**src/rtl/pipe_skip_adder.sv**
```systemverilog
// rtl/pipe_skip_adder.sv - pipelined carry-skip adder, one BLK-bit block per stage, valid/ready stream
// Optional subtract path compiled in when SKIP_ADD_SUB_EN is defined.
module pipe_skip_adder #(
  parameter int WIDTH = 16,
  parameter int BLK   = 4
) (
  input  logic             clk,
  input  logic             rst,
  input  logic             in_valid,
  output logic             in_ready,
  input  logic [WIDTH-1:0] a,
  input  logic [WIDTH-1:0] b,
  input  logic             cin,
`ifdef SKIP_ADD_SUB_EN
  input  logic             sub,
`endif
  output logic             out_valid,
  input  logic             out_ready,
  output logic [WIDTH-1:0] sum,
  output logic             cout,
  output logic             ovf
);

  localparam int NB = WIDTH / BLK;

  logic [NB-1:0]    v_q;
  logic [NB-1:0]    c_q, c_d;
  logic [NB-1:0]    adv;
  logic             cmsb_q, cmsb_d;
  logic [WIDTH-1:0] a_q [NB];
  logic [WIDTH-1:0] b_q [NB];
  logic [WIDTH-1:0] s_q [NB];
  logic [WIDTH-1:0] a_d [NB];
  logic [WIDTH-1:0] b_d [NB];
  logic [WIDTH-1:0] s_d [NB];

  logic [WIDTH-1:0] b_in;
  logic             c_in0;

`ifdef SKIP_ADD_SUB_EN
  assign b_in  = b ^ {WIDTH{sub}};
  assign c_in0 = cin | sub;
`else
  assign b_in  = b;
  assign c_in0 = cin;
`endif

  // A stage may load when it is empty or everything ahead of it moves this edge.
  always_comb begin
    logic r;
    r   = out_ready;
    adv = '0;
    for (int k = NB - 1; k >= 0; k--) begin
      adv[k] = ~v_q[k] | r;
      r      = adv[k];
    end
  end

  assign in_ready = adv[0] & ~rst;

  always_comb begin
    logic [WIDTH-1:0] av, bv, sv;
    logic             ci, c, pall, p, g;
    int               km1, idx;
    a_d    = '{default: '0};
    b_d    = '{default: '0};
    s_d    = '{default: '0};
    c_d    = '0;
    cmsb_d = 1'b0;
    for (int k = 0; k < NB; k++) begin
      km1  = (k == 0) ? 0 : k - 1;
      av   = (k == 0) ? a     : a_q[km1];
      bv   = (k == 0) ? b_in  : b_q[km1];
      sv   = (k == 0) ? '0    : s_q[km1];
      ci   = (k == 0) ? c_in0 : c_q[km1];
      c    = ci;
      pall = 1'b1;
      for (int i = 0; i < BLK; i++) begin
        idx     = k * BLK + i;
        p       = av[idx] ^ bv[idx];
        g       = av[idx] & bv[idx];
        sv[idx] = p ^ c;
        if (idx == WIDTH - 1) cmsb_d = c;
        c       = g | (p & c);
        pall    = pall & p;
      end
      a_d[k] = av;
      b_d[k] = bv;
      s_d[k] = sv;
      // Skip decision uses the block propagate, so the carry bypasses the ripple.
      c_d[k] = pall ? ci : c;
    end
  end

  always_ff @(posedge clk) begin
    if (rst) begin
      v_q    <= '0;
      c_q    <= '0;
      cmsb_q <= 1'b0;
      for (int k = 0; k < NB; k++) begin
        a_q[k] <= '0;
        b_q[k] <= '0;
        s_q[k] <= '0;
      end
    end else begin
      for (int k = 0; k < NB; k++) begin
        if (adv[k]) begin
          v_q[k] <= (k == 0) ? in_valid : v_q[(k == 0) ? 0 : k - 1];
          c_q[k] <= c_d[k];
          a_q[k] <= a_d[k];
          b_q[k] <= b_d[k];
          s_q[k] <= s_d[k];
        end
      end
      if (adv[NB-1]) cmsb_q <= cmsb_d;
    end
  end

  assign out_valid = v_q[NB-1];
  assign sum       = s_q[NB-1];
  assign cout      = c_q[NB-1];
  assign ovf       = c_q[NB-1] ^ cmsb_q;

endmodule

```
**config.mk**
```make
export PLATFORM = sky130hd
export DESIGN_NAME = pipe_skip_adder
export DESIGN_NICKNAME = d
export VERILOG_FILES = /design/src/rtl/pipe_skip_adder.sv
export SDC_FILE = /design/constraint.sdc
export NUM_CORES = 1
export LEC_CHECK = 0
export ABC_AREA = 0
export ABC_CLOCK_PERIOD_IN_PS = 5400
export CAP_MARGIN = 0
export CORE_AREA = 2 2 102 104
export CTS_BUF_LIST = sky130_fd_sc_hd__clkbuf_4 sky130_fd_sc_hd__clkbuf_8
export DETAILED_ROUTE_END_ITERATION = 12
export DIE_AREA = 0 0 104 106
export PLACE_DENSITY = 0.74
export SYNTH_ARGS = -nofsm -noshare
export SYNTH_HDL_FRONTEND = slang
export SYNTH_SLANG_ARGS = --single-unit
```
**constraint.sdc**
```tcl
create_clock -name clk -period 5.4 [get_ports clk]
set_input_delay 1.35 -clock clk [delete_from_list [all_inputs] [get_ports clk]]
set_output_delay 1.35 -clock clk [all_outputs]
set_load 0.01 [all_outputs]
```
Word level (Yosys, flattened, before mapping) --
Memories as Yosys holds them, arrays and structs flattened. Index checks and enable logic that the tools add are counted.
Storage, ports and cells: flip-flop bits (word level) 9, bits in latches 0, RAM bits 192, memory bits (read-only) 0, input bits 37, output and inout bits 20, logic and storage cells 157, memories 3
Memory list:
- a_q | words 4, bits a word 16, rd ports 3, clocked after memory_dff 0, write ports 4, RTL line 30 | logic [WIDTH-1:0] a_q [NB];
- b_q | words 4, bits a word 16, rd ports 3, clocked after memory_dff 0, write ports 4, RTL line 31 | logic [WIDTH-1:0] b_q [NB];
- s_q | words 4, bits a word 16, rd ports 4, clocked after memory_dff 0, write ports 4, RTL line 32 | logic [WIDTH-1:0] s_q [NB];
Cells by class: add/subtract/negate cells 0, multiply operators 0, divide/modulo/power cells 0, $lt $le $gt $ge 0, eq/ne operators 0, shifts and indexed selects 0, mux-type cells 30, bitwise logic cells 115, reduce and logical (&&, ||, !) cells 0
Operators by type and width (count):
- $mux 16 | 12
- $and 1x1->1 | 45
- $xor 1x1->1 | 33
- $or 1x1->1 | 32
- $mux 1 | 18
- $not 1->1 | 5

Longest topological paths before layout --
An unclocked memory read counts as a cell.
depth in word-level cells 11, gate-level depth with buffers 10, mapped depth without buffers 10

Worst setup path before layout --
Ideal clock, no wire load.
path type in2out, start point input out_ready, end point output in_ready, arrival 1983 ps, required time 4050 ps, slack 2067 ps, stages 4, buffers on the path 2, cells stage by stage and4b_1 -> buf_6 -> a21oi_4 -> buf_6
On the way: longest elaborated chain between the ends 5
Ends and longest elaborated chain:
- from (decl) | RTL line 18 | input logic out_ready,
- $or 1x1->1 (4 in a row) | RTL line 54 | adv[k] = ~v_q[k] | r;
- $and 1x1->1 | RTL line 59 | assign in_ready = adv[0] & ~rst;
- to (decl) | RTL line 10 | output logic in_ready,
Every way passes these cells.

Final worst setup path --
Ends and elaborated chain as after synthesis.

==> summary.md <==
| Metric | Value |
|---|---|
| Register area share after synthesis | `between 60% and 70%` |
| Hold Crit Class | `flip-flop to flip-flop` |
| Synth Area in Compound Gates | `1.357%` |
| CTS resizes | `0` |
| Ant diodes | `0` |
| Worst path top cell family by delay | `buffers and inverters` |
| Worst setup path class | `primary input to output pin` |
| Average wire per standard cell | `roughly 11 um` |
| Final hold vios | `0` |
| Worst Tran Pin Value | `1.023 ns` |
| Via count | `2129` |
| Max-cap violations | `0` |
| Post-synthesis adder-cell area fraction | `12.01%` |
| Starting Density | `43.34%` |
| # hold bufs at CTS | `0` |
| Clock root buffer | `clkbuf_8` |
| CP max stage cell | `clkdlybuf4s50_1` |
| Layer with the highest usage | `met2` |
| Post-synth EDFFs | `slightly below 90` |
| Post-synthesis cell type count | `30` |
| Setup crit end kind | `output pin` |
| Cell Chain, Critical Path | `clkdlybuf4s50_1, and4b_1, a21oi_4, clkdlybuf4s50_1` |
| Drt drc | `0` |
| Post-Synthesis Cells | `a little under 300` |
| Nets | `around 420` |
| CP most frequent cell | `clkdlybuf4s50_1` |
| XOR/XNOR Fraction of Synth Area | `0.2021%` |
| Static Leak | `about 2.2 nW` |
| Slowest stage delay, CP | `roughly 0.64 ns` |
| Status | `finished, final reports clean` |
| Post-DP HPWL | `a little over 4 mm` |
| DR pass1 iterations | `4` |
| Initial antenna violation count | `0` |
| Top FF cell, synth | `edfxtp_1` |
| Flops & latches, synth | `97` |
| Worst skew pair latency | `between 0.3 and 0.4 ns` |
| Total Wirelength | `~5.3 mm` |
| Pwr per Cell Area | `around 280 mW/mm^2` |
| Setup TNS | `0 ns` |
| Unrepaired setup endpoints after global routing | `no` |
| Layout area overhead | `20.61%` |
| Syn_area_per_cell | `14.64 um^2` |
| Total power draw | `1.470 mW` |
| Worst setup SP type | `primary input` |
| Final worst-path cycle share | `87.67%` |
| Max FO, Critical Path | `30` |
| Asr flop ratio synth | `0%` |
| Finish-stage setup viols | `0` |
| Number of global-route vias before repair | `roughly 2100` |
| Max_slew headroom | `31.77%` |
| Core area | `around 0.010 mm^2` |
| First-pass GRT wire length | `between 9 and 10 mm` |
| TritonCTS clock tree | `done` |
| Syn nets | `between 300 and 400` |
| Die height | `around 110 um` |
| Syn Std Cell Area | `0.004334 mm^2` |
| Row cnt | `37` |
| Met1 capacity usage during global routing | `between 10% and 20%` |
| Antenna Nets Post-Route | `0` |
| Worst Path Buf+Inv | `2` |
| Final Skew | `around 0.0056 ns` |
| Die ar. | `~0.011 mm^2` |
| Highest clock rate | `around 210 MHz` |
| H-tree depth | `3` |
| DR iter-0 viols | `between 60 and 70` |
| Port bufs | `56` |
| Largest family of logic cells by synthesized area | `simple AND/OR/NAND/NOR gates` |
| Post-layout min period | `around 4.7 ns` |
| Required @ worst endpoint | `4.05 ns` |
| Pin count of the biggest net entering global routing | `31` |
| Remaining Overflow, GRT | `0` |
| RD Place Congestion | `about 0.77` |
| Multiplexer area fraction after synthesis | `0.9238%` |
| Postcts setup bufs | `0` |
| Post-synthesis simple-gate area fraction | `16.14%` |
| Maximum clock path buffer count | `2` |
| Met3 usage | `under 10%` |
| Met2 Use GR | `18.33%` |
| Die X | `approximately 100 um` |
| GRT Total Usage | `between 10% and 20%` |
| Arrival @ worst endpoint | `3.38 ns` |
| Peak VDD IR | `134.8 uV` |
| TritonCTS Buffers | `9` |
| Syn. warnings | `0` |
| Clk slew on worst S/H paths | `0.08 ns` |
| Share of layout cells above drive strength 1 | `6.111%` |
| CTS Sinks | `97` |
| Max-slew violations | `0` |
| Boundary Pins | `57` |
| Vias per std cell | `roughly 4.3` |
worst reg2reg max path: stages (launching register included):
cell and delay (ns):
dfxtp_1 0.33, inv_1 0.07, fa_1 0.41, inv_1 0.08, fa_1 0.17, inv_1 0.05
fa_1 0.38, inv_1 0.10, fa_1 0.39, and2_1 0.14
flip-flops by register name, summed over array words and instances (netlist names):
register / flops
s_q: 40
a_q: 24
b_q: 24
c_q: 4
v_q: 4
cmsb_q: 1
cells by family after synthesis:
family	Yosys count
AOI/OAI and AO/OA	7
muxes	4
xor gates and xnor gates	1
and+or+nand+nor	115
DFF	97
adders and majority gates	32
buffers and inverters	40
cells in the mapped netlist (3+ instances only):
| master | n | area (um^2) |
|---|---|---|
| buf_6 | 4 | 45.04 |
| nand4_1 | 4 | 25.02 |
| fa_1 | 16 | 320.3 |
| nor2_1 | 14 | 52.55 |
| clkbuf_1 | 3 | 11.26 |
| edfxtp_1 | 88 | 2643 |
| and2_1 | 80 | 500.5 |
| mux2i_1 | 4 | 40.04 |
| dfxtp_1 | 9 | 180.2 |
| ha_1 | 16 | 200.2 |
| inv_1 | 30 | 112.6 |
| and2b_1 | 3 | 22.52 |
power by group:
group / total, mW / internal [mW] / leakage, nW / switching (mW)
Combinational: 0.103 / 0.0619 / 0.954 / 0.0416
Clock: 0.501 / 0.271 / 0.108 / 0.230
Sequential: 0.865 / 0.853 / 1.12 / 0.0117
layer usage:
metal  vias up  routed length [um]
li1       1093                   -
met1       972                2398
met2        55                2550
met3         9                 249
met4         0                 102
met5         -                   0
cells in the final DEF (no fill, tap or decap), drive strengths merged:
| master | synthesis | final |
|---|---|---|
| nand2b | 2 | 2 |
| and3b | 1 | 1 |
| nand4 | 4 | 4 |
| o2bb2ai | 1 | 1 |
| a22o | 1 | 1 |
| a21oi | 2 | 2 |
| and4b | 1 | 1 |
| nand2 | 2 | 2 |
| mux2i | 4 | 4 |
| edfxtp | 88 | 88 |
| dfxtp | 9 | 9 |
| inv | 30 | 30 |
| nor3b | 1 | 1 |
| bufinv | 0 | 2 |
| clkinvlp | 0 | 1 |
| clkinv | 0 | 2 |
| clkdlybuf4s50 | 0 | 56 |
| and2b | 3 | 3 |
| nor3 | 2 | 2 |
| clkbuf | 5 | 11 |
| buf | 5 | 2 |
| a32o | 1 | 1 |
| o21ai | 2 | 2 |
| fa | 16 | 16 |
| nand3b | 1 | 1 |
| or2 | 2 | 2 |
| ha | 16 | 16 |
| nor2 | 16 | 16 |
| xor2 | 1 | 1 |
| and2 | 80 | 80 |
path summary, 6_finish.rpt:
kind | slack [ns] | startpoint | endpoint | cells past startpoint
worst max register to register | 3.05 | c_q[2] | s_q[3][15] | 9
worst min-delay path | 0.49 | v_q[2] | v_q[3] | 2
worst max-delay path | 0.67 | out_ready | in_ready | 4
worst min register to register | 0.49 | v_q[2] | v_q[3] | 2
per-stage QoR:
stage               instance area [um^2]  hold WS [ns]  instances  setup WS, ns  util (%)
floorplan                           4334        0.4329        296         2.067         -
global placement                    5009        0.4436        480        0.6885     50.09
detailed placement                  5009        0.4698        480        0.6628     50.09
CTS                                 5228        0.4904        496        0.6487     52.28
global route                        5228        0.5329        496        0.5073     52.28
finish                              5228        0.4930        496        0.6656     52.28
area by class of cell:
type / count / area, um^2
Fill cell: 877 / 4772
Sequential cell: 97 / 2823
Multi-Input combinational cell: 159 / 1328
Timing Repair Buffer: 58 / 575.6
Tap cell: 136 / 170.2
Clock buffer: 11 / 138.9
Inverter: 30 / 112.6
Clock inverter: 5 / 80.08
No activity file was read; power rests on OpenSTA's default activity.
